===== src/rtl/outpkt_arbiter_pkg.sv =====
// Definitions shared by the output-packet arbiter and the output-packet builder:
// packet type codes, field sizes, protocol version and the arbiter FSM encoding.
package outpkt_arbiter_pkg;

    localparam int OUTPKT_TYPE_MSB  = 3;
    localparam int RESULT_LEN       = 4;
    localparam logic [7:0] PKT_COMM_VERSION = 8'h01;

    localparam logic [OUTPKT_TYPE_MSB:0] OUTPKT_TYPE_RESULT      = 4'h1;
    localparam logic [OUTPKT_TYPE_MSB:0] OUTPKT_TYPE_PACKET_DONE = 4'h2;
    localparam logic [OUTPKT_TYPE_MSB:0] OUTPKT_TYPE_ERROR       = 4'h3;
    localparam logic [OUTPKT_TYPE_MSB:0] OUTPKT_TYPE_STATUS      = 4'h4;

    localparam int GRANT_CNT_W = 16;

    typedef enum logic {
        ST_IDLE = 1'b0,
        ST_SEND = 1'b1
    } arb_state_e;

endpackage


===== src/rtl/outpkt_arb_rr.sv =====
// Combinational rotate-priority picker: first set request at or above rr_ptr_i, wrapping.
// Works for any N_REQ in 2..16, including non-powers of two.
module outpkt_arb_rr #(
    parameter int N_REQ = 4,
    parameter int IDX_W = $clog2(N_REQ)
) (
    input  logic [N_REQ-1:0] req_i,
    input  logic [IDX_W-1:0] rr_ptr_i,
    output logic [N_REQ-1:0] grant_o,
    output logic [IDX_W-1:0] idx_o,
    output logic             vld_o
);

    localparam logic [IDX_W:0] N_VAL = (IDX_W+1)'(N_REQ);

    logic [2*N_REQ-1:0] req_dbl;
    logic [N_REQ-1:0]   rot;
    logic [IDX_W-1:0]   off;
    logic [IDX_W:0]     sum;

    // rot[k] is the request k places above the pointer
    always_comb begin
        req_dbl = {req_i, req_i} >> rr_ptr_i;
        rot     = req_dbl[N_REQ-1:0];
        off     = '0;
        for (int k = N_REQ-1; k >= 0; k--) begin
            if (rot[k]) begin
                off = IDX_W'(k);
            end
        end
        sum = {1'b0, rr_ptr_i} + {1'b0, off};
        if (sum >= N_VAL) begin
            sum = sum - N_VAL;
        end
    end

    assign vld_o   = |rot;
    assign idx_o   = sum[IDX_W-1:0];
    assign grant_o = vld_o ? (N_REQ'(1) << idx_o) : '0;

endmodule


===== src/rtl/outpkt_arbiter.sv =====
// Round-robin arbiter sharing the output-packet builder; registered descriptor, one packet per 2 cycles.
// Optional per-requester saturating grant counters when OUTPKT_ARB_STATS_EN is defined.
module outpkt_arbiter
    import outpkt_arbiter_pkg::*;
#(
    parameter int N_REQ        = 4,
    parameter int PKT_TYPE_MSB = OUTPKT_TYPE_MSB,
    parameter int HASH_NUM_MSB = 15,
    parameter int RESULT_BYTES = RESULT_LEN
) (
    input  logic                              clk,
    input  logic                              rst_n,
    input  logic [N_REQ-1:0]                  req_i,
    output logic [N_REQ-1:0]                  ack_o,
    input  logic [N_REQ*(PKT_TYPE_MSB+1)-1:0] req_pkt_type_i,
    input  logic [N_REQ*16-1:0]               req_pkt_id_i,
    input  logic [N_REQ*16-1:0]               req_word_id_i,
    input  logic [N_REQ*32-1:0]               req_gen_id_i,
    input  logic [N_REQ*(HASH_NUM_MSB+1)-1:0] req_hash_num_i,
    input  logic [N_REQ*8*RESULT_BYTES-1:0]   req_result_i,
    output logic                              out_wr_en_o,
    input  logic                              out_full_i,
    output logic [PKT_TYPE_MSB:0]             out_pkt_type_o,
    output logic [15:0]                       out_pkt_id_o,
    output logic [15:0]                       out_word_id_o,
    output logic [31:0]                       out_gen_id_o,
    output logic [HASH_NUM_MSB:0]             out_hash_num_o,
    output logic [8*RESULT_BYTES-1:0]         out_result_o,
`ifdef OUTPKT_ARB_STATS_EN
    output logic [N_REQ*GRANT_CNT_W-1:0]      grant_count_o,
`endif
    output logic                              idle_o
);

    localparam int TW    = PKT_TYPE_MSB + 1;
    localparam int HW    = HASH_NUM_MSB + 1;
    localparam int RW    = 8 * RESULT_BYTES;
    localparam int IDX_W = $clog2(N_REQ);

    arb_state_e       state_q, state_d;
    logic [N_REQ-1:0] ack_q, ack_d;
    logic             wr_en_q, wr_en_d;
    logic [IDX_W-1:0] rr_ptr_q, rr_ptr_d;
    logic             capture;

    logic [TW-1:0]    type_q, type_sel;
    logic [15:0]      pid_q, pid_sel;
    logic [15:0]      wid_q, wid_sel;
    logic [31:0]      gid_q, gid_sel;
    logic [HW-1:0]    hash_q, hash_sel;
    logic [RW-1:0]    res_q, res_sel;

    logic [N_REQ-1:0] pick_req;
    logic [N_REQ-1:0] pick_grant;
    logic [IDX_W-1:0] pick_idx;
    logic             pick_vld;

    // A requester is still showing its just-acked descriptor while ack is high
    assign pick_req = req_i & ~ack_q;

    outpkt_arb_rr #(
        .N_REQ (N_REQ),
        .IDX_W (IDX_W)
    ) u_rr (
        .req_i    (pick_req),
        .rr_ptr_i (rr_ptr_q),
        .grant_o  (pick_grant),
        .idx_o    (pick_idx),
        .vld_o    (pick_vld)
    );

    always_comb begin
        type_sel = '0;
        pid_sel  = '0;
        wid_sel  = '0;
        gid_sel  = '0;
        hash_sel = '0;
        res_sel  = '0;
        for (int i = 0; i < N_REQ; i++) begin
            if (pick_grant[i]) begin
                type_sel = req_pkt_type_i[i*TW +: TW];
                pid_sel  = req_pkt_id_i[i*16 +: 16];
                wid_sel  = req_word_id_i[i*16 +: 16];
                gid_sel  = req_gen_id_i[i*32 +: 32];
                hash_sel = req_hash_num_i[i*HW +: HW];
                res_sel  = req_result_i[i*RW +: RW];
            end
        end
    end

    always_comb begin
        state_d  = state_q;
        ack_d    = '0;
        wr_en_d  = wr_en_q;
        rr_ptr_d = rr_ptr_q;
        capture  = 1'b0;
        case (state_q)
            ST_IDLE: begin
                if (pick_vld) begin
                    capture  = 1'b1;
                    ack_d    = pick_grant;
                    wr_en_d  = 1'b1;
                    rr_ptr_d = (pick_idx == IDX_W'(N_REQ-1)) ? '0 : pick_idx + 1'b1;
                    state_d  = ST_SEND;
                end
            end
            ST_SEND: begin
                if (!out_full_i) begin
                    wr_en_d = 1'b0;
                    state_d = ST_IDLE;
                end
            end
            default: state_d = ST_IDLE;
        endcase
    end

    always_ff @(posedge clk or negedge rst_n) begin
        if (!rst_n) begin
            state_q  <= ST_IDLE;
            ack_q    <= '0;
            wr_en_q  <= 1'b0;
            rr_ptr_q <= '0;
            type_q   <= '0;
            pid_q    <= '0;
            wid_q    <= '0;
            gid_q    <= '0;
            hash_q   <= '0;
            res_q    <= '0;
        end else begin
            state_q  <= state_d;
            ack_q    <= ack_d;
            wr_en_q  <= wr_en_d;
            rr_ptr_q <= rr_ptr_d;
            if (capture) begin
                type_q <= type_sel;
                pid_q  <= pid_sel;
                wid_q  <= wid_sel;
                gid_q  <= gid_sel;
                hash_q <= hash_sel;
                res_q  <= res_sel;
            end
        end
    end

`ifdef OUTPKT_ARB_STATS_EN
    logic [N_REQ*GRANT_CNT_W-1:0] gcnt_q;

    // Counters move on the same edge that raises ack
    always_ff @(posedge clk or negedge rst_n) begin
        if (!rst_n) begin
            gcnt_q <= '0;
        end else begin
            for (int i = 0; i < N_REQ; i++) begin
                if (ack_d[i] && (gcnt_q[i*GRANT_CNT_W +: GRANT_CNT_W] != {GRANT_CNT_W{1'b1}})) begin
                    gcnt_q[i*GRANT_CNT_W +: GRANT_CNT_W] <= gcnt_q[i*GRANT_CNT_W +: GRANT_CNT_W] + 1'b1;
                end
            end
        end
    end

    assign grant_count_o = gcnt_q;
`endif

    assign ack_o          = ack_q;
    assign out_wr_en_o    = wr_en_q;
    assign out_pkt_type_o = type_q;
    assign out_pkt_id_o   = pid_q;
    assign out_word_id_o  = wid_q;
    assign out_gen_id_o   = gid_q;
    assign out_hash_num_o = hash_q;
    assign out_result_o   = res_q;
    assign idle_o         = (state_q == ST_IDLE) && (req_i == '0);

endmodule


===== config.mk =====
export PLATFORM = sky130hd
export DESIGN_NAME = outpkt_arbiter
export DESIGN_NICKNAME = d
export VERILOG_FILES = /design/src/rtl/outpkt_arbiter_pkg.sv /design/src/rtl/outpkt_arb_rr.sv /design/src/rtl/outpkt_arbiter.sv
export SDC_FILE = /design/constraint.sdc
export NUM_CORES = 1
export LEC_CHECK = 0
export BUFFER_PORTS_ARGS = -buffer_cell sky130_fd_sc_hd__buf_2
export CAP_MARGIN = 20
export CORE_AREA = 4 4 232 234
export CTS_CLUSTER_SIZE = 20
export DETAILED_ROUTE_END_ITERATION = 6
export DIE_AREA = 0 0 236 238
export GPL_TIMING_DRIVEN = 0
export HOLD_SLACK_MARGIN = 0.02
export SYNTH_ARGS = -nofsm -noshare
export SYNTH_HDL_FRONTEND = slang
export SYNTH_HIERARCHICAL = 1
export SYNTH_SLANG_ARGS = --single-unit
export TNS_END_PERCENT = 1

===== constraint.sdc =====
create_clock -name clk -period 2.6 [get_ports clk]
set_input_delay 0.26 -clock clk [delete_from_list [all_inputs] [get_ports clk]]
set_output_delay 0.26 -clock clk [all_outputs]
set_load 0.05 [all_outputs]

==> flow_metrics.tcl <==
set metrics [dict create \
    worst_slew_pin_slew_ns 0.721 \
    cts_sinks 124 \
    port_buffers 592 \
    r2r-end "out_result_o[27]" \
    die-area_um2 56200 \
    cp-end-kind "flip-flop" \
    synth_flop_cell "dfrtp_1" \
    reg2reg_slack_ns -0.58 \
    grt_pass1_wl_um 81500 \
    violations "negative setup slack" \
    min_path_type "primary input to flip-flop" \
    worstSetupStartpointType "flip-flop" \
    maxSlewHeadroom_pct 51.9 \
    fin_crit_ns 3.18 \
    dr.pass1.iters 5 \
    outcome "finished, violations left" \
    synth_top_cell_by_area "dfrtp_1" \
    r2r-start "ack_o[3]" \
    die_h_um 238 \
    num_rows 84 \
    ys_async_sr_fraction_pct 100 \
    grt_start_max_net_pins 79 \
    cpPeakStageDelay_ns 0.44 \
    cts_tree "built" \
    reg2regPathDepth 15 \
    tns_ns -59.82 \
    worstPathCellList "nor2b_4, nor2b_4, a21oi_1, o22ai_1, o21a_1, ha_4, xor2_4, nand2_2, mux2i_4, buf_12, buf_4, buf_6, nand3b_1, a221o_1, a31oi_1" \
    syn_area_um2 8710 \
    cp_slowest_cell "dfrtp_2" \
    synth_cell_types 35 \
    nets 2305 \
    layout_setup_ws_ns -0.583 \
    syn2layout_area_growth_pct 71.6 \
    critPathArrivalTime_ns 3.58 \
    synth_top_area_share_pct 35.6 \
    fill_cells 5643 \
    ioPinCount 593 \
    synth.avg_cell_area_um2 7.86 \
    path_max_fanout 10 \
    num_vias 12200 \
    synthesis.nets 1582 \
    seqCellArea_um2 3110 \
    final_max_slew_viol_count 0 \
    grt.overflow.total 0 \
    grt_util_met2_pct 33.1 \
    ys_ff_latch 124 \
    synthCells 1109 \
    core_um2 52000 \
    max_freq_mhz 314 \
    rsz0062_at_grt "yes" \
    gp_congestion 0.979 \
    synthTopCellsByArea "dfrtp_1 (36%), a221o_1 (13%), nand3b_1 (10%), a31oi_1 (8.3%), a21oi_1 (6.8%)" \
    grt.total_usage_pct 19.5 \
    path_class "flip-flop to flip-flop" \
    grtUsageMet3_pct 4.48 \
    dp_hpwl_um 44300 \
    antenna_found_initial 3 \
    drt-total-wl_um 58400 \
    critical_path.most_common_cell "nor2b_4" \
    routedWlPerCell_um 23.1 \
    met1_usage_pct 24.6 \
    endpoint "out_result_o[27]" \
    fp.dieW_um 236 \
    finalClockSkew_ns 0.00984 \
    drt-vias-per-instance 4.82 \
    top_usage_layer "met2" \
    setup_viol 121 \
    htree_levels 4 \
    seq_area_frac_synth_pct 35.6 \
    cts_root_buffer "clkbuf_16" \
    cts_max_path_buffers 2 \
    critPathLaunch "ack_o[3]" \
    path_clk_slew_ns 0.06 \
    utilization_pct 28.7 \
    initial_core_util_pct 16.7 \
    synth_edf_count 0 \
    first_iter_violations 868 \
    layout_common_cells "buf_2 (598), dfrtp_1 (121), nor2_1 (119)" \
    multiInputGateArea_um2 4740 \
    maxCapViolCount 0 \
    worstSkewPairLatency_ns 0.48 \
    required_ns 3.00 \
    yosysWarnings 6 \
    drc 0 \
    grt_pass1_vias 12300 \
    final_common_cell "buf_2" \
    post_route_cells_drive_above_1_share_pct 41.4 \
    cts_made_buffers 17 \
    antenna_left 0 \
    hold_violations 0 \
    fin_crit_sh_pct 122 \
]
-- per-layer routing --
metal | part of all wire (%) | vias to the layer above
met5 | 0.022 | -
met4 | 2.6 | 2
met3 | 7.0 | 90
met2 | 48 | 640
met1 | 42 | 6053
li1 | - | 5435
-- per-stage QoR --
| stage | hold slack, ns | cells | setup slack, ns | area [µm²] |
|---|---|---|---|---|
| CTS | 0.0201 | 2523 | -0.587 | 14700 |
| finish | 0.0611 | 2535 | -0.583 | 15000 |
| floorplan | -0.0356 | 1109 | -0.245 | 8830 |
| global route | 0.0389 | 2535 | -0.740 | 15000 |
| detailed placement | 0.245 | 2390 | -1.11 | 12700 |
| global placement | 0.482 | 2389 | -1.10 | 12700 |
-- state kept, by name (all words and copies together), names as in the netlist --
signal and cells:
out_pkt_id_o 16, out_wr_en_o 1, ack_o 4, rr_ptr_q 2
out_result_o 32, out_gen_id_o 32, out_pkt_type_o 4, out_word_id_o 16
state_q 1, out_hash_num_o 16
-- worst min-delay path by stage --
stage / from / endpoint / slack (ns) / depth (start not counted)
after detailed placement: rst_n / out_hash_num_o[0] / 0.25 / 1
final: req_gen_id_i[127] / out_gen_id_o[31] / 0.06 / 3
after CTS: req_gen_id_i[103] / out_gen_id_o[7] / 0.02 / 3
after global routing: req_result_i[120] / out_result_o[24] / 0.04 / 3
after global placement: out_full_i / state_q / 0.48 / 2
after floorplan: rst_n / ack_o[0] / -0.04 / 0
-- cells in the mapped netlist, types with 2 or more instances --
| master | count |
|---|---|
| buf_6 | 6 |
| and2_1 | 4 |
| nor2b_1 | 7 |
| buf_4 | 9 |
| buf_2 | 30 |
| clkbuf_2 | 6 |
| ha_1 | 2 |
| a21oi_1 | 118 |
| nand3b_1 | 117 |
| a221o_1 | 116 |
| a31oi_1 | 116 |
| buf_1 | 3 |
| dfrtp_1 | 124 |
| inv_1 | 118 |
| clkbuf_1 | 66 |
| mux2_2 | 3 |
| mux2i_1 | 4 |
| nand2_1 | 123 |
| xnor2_1 | 2 |
| nor2_1 | 120 |
-- critical path: cells and delay by family (launching register included) --
kind                     cells  cell delay [ns]
adder cells (fa/ha/maj)      1             0.21
multiplexers                 1             0.21
AND/OR/NAND/NOR              4             0.59
AO/OA/AOI/OAI                5             0.98
XOR/XNOR                     1             0.18
buffers and inverters        3             0.50
flip-flops                   1             0.44
-- layout make-up --
| cell class | instances | area share, % |
|---|---|---|
| flip-flops and latches | 124 | 20.8 |
| clock buffers | 21 | 3.08 |
| diodes | 2 | 0.0335 |
| repair buffers | 705 | 27.9 |
| well taps | 688 | 5.76 |
| multi-input cells | 747 | 31.7 |
| inverters | 118 | 2.96 |
| plain buffers | 119 | 6.94 |
| clock inverters | 11 | 0.795 |
-- cell families (layout without fill, tap and decap cells) --
| kind of cell | after synthesis | after routing | synth area share, % |
|---|---|---|---|
| xor gates and xnor gates | 3 | 3 | 0.302 |
| adders and majority gates | 2 | 2 | 0.287 |
| AOI/OAI and AO/OA | 358 | 358 | 29.4 |
| muxes | 7 | 7 | 0.847 |
| DFF | 124 | 124 | 35.6 |
| and+or+nand+nor | 377 | 377 | 21.9 |
| buffers and inverters | 238 | 974 | 11.7 |
| other | 0 | 2 | 0 |
-- timing repair --
item,CTS,global route
pin swaps,13,50
setup buffers,9,7
gates resized for setup,116,54
endpoints found under the setup margin,121,123
endpoints found under the hold margin,136,0
hold buffers,90,0
gates cloned,2,4
Power is left out: the tool's default activity adds up to more than one toggle a clock period on the data nets, which glitch-free logic cannot reach.
